--- config.mk ---
export PLATFORM = sky130hd
export DESIGN_NAME = tqvp_vga_copper
export DESIGN_NICKNAME = d
export VERILOG_FILES = /design/src/rtl/tqvp_vga_copper.sv
export SDC_FILE = /design/constraint.sdc
export NUM_CORES = 1
export LEC_CHECK = 0
export ABC_AREA = 1
export ABC_CLOCK_PERIOD_IN_PS = 1950
export BUFFER_PORTS_ARGS = -buffer_cell sky130_fd_sc_hd__buf_2
export CAP_MARGIN = 15
export CORE_ASPECT_RATIO = 0.8
export CORE_MARGIN = 4
export CORE_UTILIZATION = 30
export CTS_CLUSTER_DIAMETER = 100
export DETAILED_ROUTE_END_ITERATION = 10
export PLACE_DENSITY = 0.44
export SLEW_MARGIN = 20
export SYNTH_ARGS = -nofsm -noshare
export SYNTH_HDL_FRONTEND = slang
export SYNTH_SLANG_ARGS = --single-unit
--- constraint.sdc ---
create_clock -name clk -period 1.95 [get_ports clk]
set_input_delay 0.39 -clock clk [delete_from_list [all_inputs] [get_ports clk]]
set_output_delay 0.39 -clock clk [all_outputs]
set_load 0.1 [all_outputs]
--- src/rtl/tqvp_vga_copper.sv ---
// rtl/tqvp_vga_copper.sv - display-list sequencer replaying timed VGA register writes each frame
module tqvp_vga_copper #(
  parameter int LIST_DEPTH = 16,
  parameter int PC_W       = 4
) (
  input  logic            clk,
  input  logic            rst,
  input  logic            enable,
  input  logic            frame_start,
  input  logic [9:0]      vga_y,
  input  logic            vga_blank,
  input  logic            list_we,
  input  logic [PC_W-1:0] list_addr,
  input  logic [31:0]     list_wdata,
  input  logic [5:0]      cpu_address,
  input  logic [31:0]     cpu_data_in,
  input  logic [1:0]      cpu_data_write_n,
  output logic            cpu_write_ready,
  output logic [5:0]      vga_address,
  output logic [31:0]     vga_data_in,
  output logic [1:0]      vga_data_write_n,
  output logic            busy,
  output logic [PC_W-1:0] pc,
  output logic            done
);

  typedef enum logic [2:0] {
    S_IDLE,
    S_FETCH,
    S_WAIT,
    S_WRITE,
    S_DONE
  } state_t;

  localparam logic [PC_W-1:0] LAST_PC = PC_W'(LIST_DEPTH - 1);

  // Only the meaningful fields of an entry are stored: {data, addr, end, y}.
  logic [24:0] list_mem [LIST_DEPTH];

  state_t      state;
  logic [9:0]  cur_y;
  logic        cur_end;
  logic [5:0]  cur_addr;
  logic [7:0]  cur_data;

  logic        cur_last;
  logic        unused_bits;

  assign cur_last    = cur_end || (pc == LAST_PC);
  assign unused_bits = ^{list_wdata[23:22], list_wdata[14:10]};

  // List storage: CPU-side writes land at any time, contents need no reset.
  always_ff @(posedge clk) begin
    if (list_we) begin
      list_mem[list_addr] <= {list_wdata[31:24], list_wdata[21:16], list_wdata[15], list_wdata[9:0]};
    end
  end

  // Sequencer FSM: enable low dominates, then frame restart, then normal list walk.
  always_ff @(posedge clk) begin
    if (rst) begin
      state    <= S_IDLE;
      pc       <= '0;
      cur_y    <= '0;
      cur_end  <= 1'b0;
      cur_addr <= '0;
      cur_data <= '0;
      busy     <= 1'b0;
      done     <= 1'b0;
    end else begin
      done <= 1'b0;
      if (!enable) begin
        state <= S_IDLE;
        pc    <= '0;
        busy  <= 1'b0;
      end else if (frame_start) begin
        state <= S_FETCH;
        pc    <= '0;
        busy  <= 1'b1;
      end else begin
        case (state)
          S_FETCH: begin
            {cur_data, cur_addr, cur_end, cur_y} <= list_mem[pc];
            state <= S_WAIT;
          end
          S_WAIT: begin
            if (vga_blank && (vga_y >= cur_y)) begin
              state <= S_WRITE;
              done  <= cur_last;
            end
          end
          S_WRITE: begin
            if (cur_last) begin
              state <= S_DONE;
              busy  <= 1'b0;
            end else begin
              pc    <= pc + 1'b1;
              state <= S_FETCH;
            end
          end
          default: begin
          end
        endcase
      end
    end
  end

  // Bus arbitration: the copper owns the peripheral port for its single WRITE cycle.
  always_comb begin
    vga_address      = cpu_address;
    vga_data_in      = cpu_data_in;
    vga_data_write_n = cpu_data_write_n;
    cpu_write_ready  = 1'b1;
    if (state == S_WRITE) begin
      vga_address      = cur_addr;
      vga_data_in      = {24'b0, cur_data};
      vga_data_write_n = 2'b00;
      cpu_write_ready  = 1'b0;
    end
  end

endmodule

Word-level counts from Yosys, hierarchy flattened. Memory sizes are Yosys's and may differ from the RTL's. A register that Yosys moved wholly into a read port is not among the register bits. Index checks and enable logic that the tools add are counted. Widths: inputs -> output; s select.

Flip-flop bits (word level): 9. Latch bits: 0. RAM bits: 400. ROM bits: 0. Bits of input ports: 92. Output and inout port bits: 47. Logic and storage cells: 46. Memories: 1.

$add $sub $neg: 1. Multiply operators: 0. Div/mod/pow operators: 0. Order comparisons: 1. Eq/ne operators: 6. Shift-type cells: 0. Muxes and demuxes: 13. Bitwise operators: 5. Reductions and logical operators: 14.

Memory list: list_mem (words 16, width 25, rd ports 1, clocked after Yosys merged registers in 1, write ports 1, line 38) `logic [24:0] list_mem [LIST_DEPTH];`.

Operators with widths (number): $mux 32 (1); $ge 10x10->1 (1); $pmux 3 s3 (1); $reduce_and 2->1 (4); $mux 1 (7); $eq 3x2->1 const B (2); $mux 3 (2); $mux 6 (1); $not 1->1 (5); $reduce_or 5->1 (1); $add 4x1->4 const B (1); $eq 4x4->1 const B (1); $reduce_bool 2->1 (2); $reduce_bool 4->1 (1); $eq 3x1->1 const B (1); $ne 3x3->1 const B (1); $reduce_and 3->1 (1); $reduce_bool 3->1 (1); $reduce_or 3->1 (1); $mux 2 (1); $ne 2x2->1 const B (1); $reduce_or 2->1 (1); $logic_and 1x1->1 (1); $logic_or 1x1->1 (1).

Longest topological paths before layout. Gate-level depths: netlist (run 1).

Word-level depth: 5. Mapped depth: 12. Gate-level depth less buffers: 12.

Worst setup path after synthesis (run 1). Ideal clock, no wire load.

Path type: register to output. From: register state[2]. To: output port vga_address[0]. Data arrival time: 2511 ps. Slack: -951 ps. Stages on the path, launching flop included: 8. Cell sequence: dfxtp_1 inv_1 nand2_2 nor2_4 inv_1 buf_1 nand2_1 nand2_1.

Word-level cells in the longest chain between the ends: 2.

RTL lines: from (decl) (line 40) `state_t state;`; from (signal assigned) (line 62) `state <= S_IDLE;`; from (signal assigned) (line 73) `state <= S_IDLE;`; from (signal assigned) (line 77) `state <= S_FETCH;`; $eq 3x2->1 (line 114) `if (state == S_WRITE) begin`; $mux 6 (line 114); to (decl) (line 19) `output logic [5:0] vga_address,`.

No other way between the ends.

Worst setup path after layout (run 1).
From: register state[2]. To: output port vga_data_in[3].

Word-level cells in the longest chain between the ends: 2.

RTL lines: $eq 3x2->1 (line 114); $mux 32 (line 114); to (decl) (line 20) `output logic [31:0] vga_data_in,`.

No other way between the ends.

==> reports/metrics.cfg, run 1 <==
[yosys]
synth.largest_area_cell = edfxtp_1
yosys.cell_count.top_type = edfxtp_1
synth_fp_nets = 1579
post_synthesis_register_bit_count = 434
synth_top_cells_by_area = edfxtp_1, nor2_1, o21ai_0
number_of_synthesized_flops_with_an_enable_pin = 400
yosysWarnings = 0
synth_top_cell_area_share_pct = 68.5
seq_area_frac_synth_pct = 72.3
synthesized_netlist_cell_count = 1476
fraction_of_registers_with_async_set_reset_pct = 0
yosys.cell_types.count = 32
synthesis.area_per_instance_um2 = 11.9
synth_top_cells_by_count = edfxtp_1, nor2_1, o21ai_0
synth-main-ff-cell = edfxtp_1
syn-cell-area_um2 = 17500

[floorplan]
row_count = 78
start_util_pct = 30.6
die_outline_area_um2 = 62400
fp.dieW_um = 278
core_box_area_um2 = 57300
dieHeight_um = 224
num_io_pins = 139

[finish]
fillers = 5466
postLayoutCellArea_um2 = 22700
drive_gt1_share_pct = 24.2
finalNonFillerCells = 2479
final_net_count = 1782
syn_to_final_growth_pct = 29.7

[outcome]
violations = negative setup slack
status = finished, violations left

[clock_tree]
cts.hold.buffers_added = 0
cts_tree = yes
clock-root-buffer = clkbuf_16
cts.path.max_buffers = 3
cts-buffers-inserted = 47
clkTransAtPathRegs_ps = 60
htree_num_levels = 2
clock-sinks = 434
worstSkewPairLatency_ps = 570

[pwr]
intPower_uw = 15500
seq_power_share_pct = 52.0
power.clock.fraction_pct = 42.1
p_leak_uw = 0.00797
switching_power_uw = 4470
comb_power_share_pct = 5.8
vdd_drop_max_v = 0.000599
post-layout-total-power_uw = 20000
sw_share_pct = 22.4
power_density_nw_per_um2 = 878

[timing]
timing.slew.headroom_pct = 62.4
worst_slack_ps = -241
slew_viol_final = 0
finalHoldViolCount = 0
rsz_0062_raised_after_global_routing = yes
finalCriticalPeriod_ps = 2190
clock_skew_ps = 26.2
max_freq_mhz = 456
worst_pin_slew_ps = 568
final_min_period_over_clock_period_pct = 112
worst_hold_slack_ps = 34.5
timing.final.setup_violations = 41

[setup_path]
crit_path_max_fanout = 5
critical_path.reg2reg.startpoint = state[2]$_SDFFE_PP0P_
critPathLaunchType = register
worst-setup-path-type = reg2out
crit_arrival_ps = 1800
regToRegEndpoint = cur_addr[3]$_SDFFE_PP0P_
cp_data_required_time_ps = 1560
crit_path_end_kind = output pin
r2r_slack_ps = 90
reg2regPathDepth = 10

[route]
drtAntennaViolNets = 0
routed_wirelength_um = 52800
drtIter0Drc = 897
via_count = 11947
detailedRoute.firstPassIterationCount = 5
drt-wirelength-per-cell_um = 21.3
vias_per_cell = 4.82
number_of_remaining_drc_errors = 0

[hold_path]
holdPathStages = 2
worstHoldEndpoint = busy$_SDFFE_PP0P_
worst_hold_startpoint = rst
hold_path_class = in2reg

[grt]
gr-total-overflow = 0
grt_use_met2_pct = 25.5
grt_antenna_before_repair = 7
groute.layer.met3.usage_pct = 3.17
grt_util_all_layers_pct = 16.5
top_usage_layer = met2
first_pass_grt_wire_length_um = 78000
grt_pass1_vias = 11763
globalRouteMet1Util_pct = 24.2
grt_start_max_net_pins = 68

[placed_design]
numPlacedInstances = 2360
place.port_buffers = 131
dpl_cell_area_um2 = 20300
detailedPlacementHpwl_um = 30500
finalWeightedCongestion = 0.783

[run]
max_cap_violations = 0

[kinds of logic after synthesis]
| family | Yosys count | share of synthesized area, % |
|---|---|---|
| AO/OA/AOI/OAI | 361 | 11.2 |
| adder cells (fa/ha/maj) | 11 | 0.784 |
| buffers and inverters | 149 | 3.97 |
| flip-flops | 434 | 72.3 |
| AND/OR/NAND/NOR | 521 | 11.7 |
[placed cells by master, fill, tap and decap left out, drive strengths merged, types with 2 or more instances in the layout]
cell type    n
edfxtp     400
nor2       354
o21ai      248
buf        239
nand2      130
o22ai       84
inv         63
clkbuf      59
dfxtp       34
nand3       25
clkinv      22
o211ai      16
a21oi       11
ha          11
nor3         5
clkinvlp     4
diode        2
nand3b       2
nor3b        2
nand4        2
bufinv       2
[layer usage]
metal | vias to the layer above | share of wire [%]
met5 | - | 0.066
met4 | 6 | 1.8
met3 | 68 | 5.8
met2 | 338 | 44
met1 | 5853 | 48
li1 | 5682 | -
[power groups by stage]
stage	registers (uW)	clock network (uW)	logic [uW]
after floorplan	10600	0	560
after global routing	10400	9040	1240
after CTS	10400	8640	1170
after global placement	10600	0	1030
final	10400	8420	1170
after detailed placement	10600	0	1040
[registers in the layout (all words and copies together) (netlist names)]
name      cells
done          1
pc            4
busy          1
list_mem    400
cur_addr      6
cur_y        10
cur_data      8
state         3
cur_end       1
[critical path, stage by stage, from the launching register on]
cell and delay (ps):
dfxtp_2 320, inv_2 70, nand2_4 50, nor2_4 170, clkinvlp_4 170, buf_6 160
nand2_4 70, nand2_4 50, buf_12 160
[what timing repair did]
| action | 4_1_cts | 5_1_grt |
|---|---|---|
| setup endpoints to repair | 44 | 58 |
| gates cloned | 6 | 2 |
| pin swaps | 8 | 6 |
| gates resized for setup | 150 | 33 |
| buffers inserted | 22 | 5 |
[how the worst max path moves through the flow]
stage / from / endpoint / slack, ps / cells past startpoint
after global placement: pc[0]$_SDFFE_PP0P_ / cur_data[7]$_SDFFE_PP0P_ / 1 / 10
after global routing: state[2]$_SDFFE_PP0P_ / vga_data_in[3] / -330 / 8
final: state[2]$_SDFFE_PP0P_ / vga_data_in[3] / -240 / 8
after detailed placement: pc[0]$_SDFFE_PP0P_ / cur_data[7]$_SDFFE_PP0P_ / -6 / 10
after CTS: state[2]$_SDFFE_PP0P_ / vga_data_in[5] / -290 / 8
after floorplan: state[2]$_SDFFE_PP0P_ / vga_data_in[13] / -160 / 5
[per-stage QoR]
stage	setup slack [ps]	TNS (ps)	utilization [%]
6_report	-241	-7420	39.7
5_1_grt	-330	-10610	39.7
4_1_cts	-285	-10020	39.5
3_5_place_dp	-5.75	-5.75	35.4
3_3_place_gp	1.38	0	35.4
2_1_floorplan	-165	-25870	-
[layout make-up]
type	instances	area, um^2	share of cell area [%]
Multi-Input combinational cell	893	4570	20.1
Clock buffer	57	1230	5.42
Sequential cell	434	12700	55.9
Antenna cell	2	5.00	0.0220
Tap cell	760	951	4.18
Clock inverter	30	209	0.919
Inverter	61	238	1.05
Timing Repair Buffer	242	2830	12.5
(Power assumes the default switching activity.)
==> run 2, diff against run 1 <==
Settings changed: MAX_ROUTING_LAYER set to met4.
==> run 2 against run 1 <==
Net effect: the run still ends with negative setup slack left; clock power barely moved; die area unchanged; core utilization about the same; via count grew 0.16%; fmax barely moved; critical path type unchanged; clock-buffer cell count unchanged; worst hold slack lost 4.0 ps; register-to-register slack about the same.
==> reports/metrics.cfg, run 2 (same netlist as run 1, synthesis figures left out) <==
[outcome]
status = finished, violations left  ; unchanged
violations = negative setup slack  ; unchanged

[finish]
largest_reg_flops = 400  ; unchanged
finalNonFillerCells = 2482  ; was 2479
final_net_count = 1782  ; unchanged
drive_gt1_share_pct = 24.2  ; unchanged
fillers = 5464  ; was 5466
regMostFlops = list_mem  ; unchanged
syn_to_final_growth_pct = 29.7  ; about the same
most-common-layout-cells = edfxtp_1, nor2_1, o21ai_0  ; unchanged
largest_registers = list_mem x400, cur_y x10, cur_data x8  ; unchanged
final_core_util_pct = 39.7  ; about the same
most_frequent_standard_cell_in_the_layout_excluding_fill_and_tap_cells = edfxtp_1  ; unchanged

[placed_design]
finalWeightedCongestion = 0.795  ; was 0.783
detailedPlacementHpwl_um = 30500  ; unchanged
dp_slack_ps = -5.75  ; unchanged
place.port_buffers = 131  ; unchanged
numPlacedInstances = 2360  ; unchanged

[clock_tree]
cts-buffers-inserted = 47  ; unchanged
cts.hold.buffers_added = 0  ; unchanged
clock-sinks = 434  ; unchanged
htree_num_levels = 2  ; unchanged
cts.path.max_buffers = 3  ; unchanged
worstSkewPairLatency_ps = 570  ; about the same
clock-root-buffer = clkbuf_16  ; unchanged
clkTransAtPathRegs_ps = 60  ; about the same
cts_tree = yes  ; unchanged

[pwr]
p_leak_uw = 0.00797  ; about the same
vdd_drop_max_v = 0.000599  ; about the same
power_density_nw_per_um2 = 878  ; about the same

[route]
drt-met1-wl_um = 25300  ; was 25500 um
wl_met2_um = 23400  ; was 23300 um
detailedRoute.firstPassIterationCount = 4  ; was 5
vias_per_cell = 4.82  ; about the same
number_of_remaining_drc_errors = 0  ; unchanged
via_count = 11966  ; was 11947
drtAntennaViolNets = 0  ; unchanged
route.top_layer_used = met4  ; was met5
drtIter0Drc = 961  ; was 897
met3WireLength_um = 3210  ; was 3060 um
routed_wirelength_um = 52900  ; was 52800 um
drt-wirelength-per-cell_um = 21.3  ; about the same

[floorplan]
die_outline_area_um2 = 62400  ; unchanged
num_io_pins = 139  ; unchanged
row_count = 78  ; unchanged
fp.dieW_um = 278  ; unchanged
core_box_area_um2 = 57300  ; unchanged
start_util_pct = 30.6  ; unchanged
dieHeight_um = 224  ; unchanged

[timing]
timing.final.setup_violations = 41  ; unchanged
final_min_period_over_clock_period_pct = 112  ; about the same
clock_skew_ps = 27.9  ; was 26.2 ps
finalHoldViolCount = 0  ; unchanged
timing.slew.headroom_pct = 61.7  ; was 62.4%
rsz_0062_raised_after_global_routing = yes  ; unchanged
finalCriticalPeriod_ps = 2190  ; about the same
slew_viol_final = 0  ; unchanged
worst_pin_slew_ps = 578  ; was 568 ps
max_freq_mhz = 456  ; about the same
worst_slack_ps = -241  ; about the same

[grt]
grt_pass1_vias = 11736  ; was 11763
grt_start_max_net_pins = 68  ; unchanged
grt_antenna_before_repair = 7  ; unchanged
grt_util_all_layers_pct = 17.0  ; was 16.5%
first_pass_grt_wire_length_um = 78000  ; about the same
gr-total-overflow = 0  ; unchanged

[setup_path]
timing.critical_path.slowest_stage_cell = dfxtp_2  ; unchanged
path_common_cell = nand2_4  ; unchanged
critical_path.cell_chain = inv_2 > nand2_4 > nor2_4 > clkinvlp_4 > buf_6 > nand2_4 > nand2_4 > buf_12  ; unchanged
crit_path_max_fanout = 5  ; unchanged
crit_arrival_ps = 1800  ; about the same
critPathLaunchType = register  ; unchanged
worst_path_largest_cell_delay_ps = 320  ; about the same
cp_data_required_time_ps = 1560  ; about the same
worst-setup-path-type = reg2out  ; unchanged
crit_path_end_kind = output pin  ; unchanged

[hold_path]
hold_path_class = in2reg  ; unchanged

[run]
max_cap_violations = 0  ; unchanged

-- run 2: per-stage QoR --
step | area (um^2) | hold WS (ps) | TNS [ps] | total power (uW)
after global placement | 20300 | 513 | 0 | 11600
after CTS | 22600 | 6.76 | -10020 | 20200
after detailed placement | 20300 | 518 | -5.75 | 11600
final | 22800 | 30.5 | -7420 | 20000
after floorplan | 17700 | 469 | -25870 | 11100
after global routing | 22800 | 23.6 | -10630 | 20700
-- run 2: layout make-up --
cell class                 instances  area [um^2]  area share (%)
timing repair buffer             242         2830            12.5
tap                              760          951            4.18
clock buffer                      57         1230            5.42
inverter                          61          238            1.04
multi-input combinational        893         4570            20.1
antenna                            5         12.5          0.0550
sequential                       434        12700            55.8
clock inverter                    30          209           0.918
-- run 2: where the power goes --
part | internal (uW) | switching (uW)
Sequential | 10300 | 42.2
Clock | 4770 | 3640
Combinational | 379 | 787
-- run 2: repair_timing --
item                       in CTS  in global routing
cloned                          6                  2
setup endpoints to repair      44                 58
gates resized for setup       150                 33
setup buffers                  22                  5
pin swaps                       8                  6
-- run 2: worst max-delay path, delay by kind of cell, from the launching register on --
family	cells	cell delay [ps]
buf+inv	4	560
flops	1	320
simple gates	4	340
-- run 2: layer usage --
layer  up-vias  global-route usage [%]
met5         -                       -
met4         0                    3.56
met3        66                    3.14
met2       362                    25.4
met1      5853                    24.3
li1       5685                       -
-- run 2: final timing paths --
path                         start  depth (start not counted)                    end  slack, ps
max          state[2]$_SDFFE_PP0P_                          8         vga_data_in[3]       -240
min                            rst                          2      busy$_SDFFE_PP0P_         30
max reg2reg  state[2]$_SDFFE_PP0P_                          9  cur_y[8]$_SDFFE_PP0P_         90
min reg2reg  state[1]$_SDFFE_PP0P_                          2  state[1]$_SDFFE_PP0P_        520
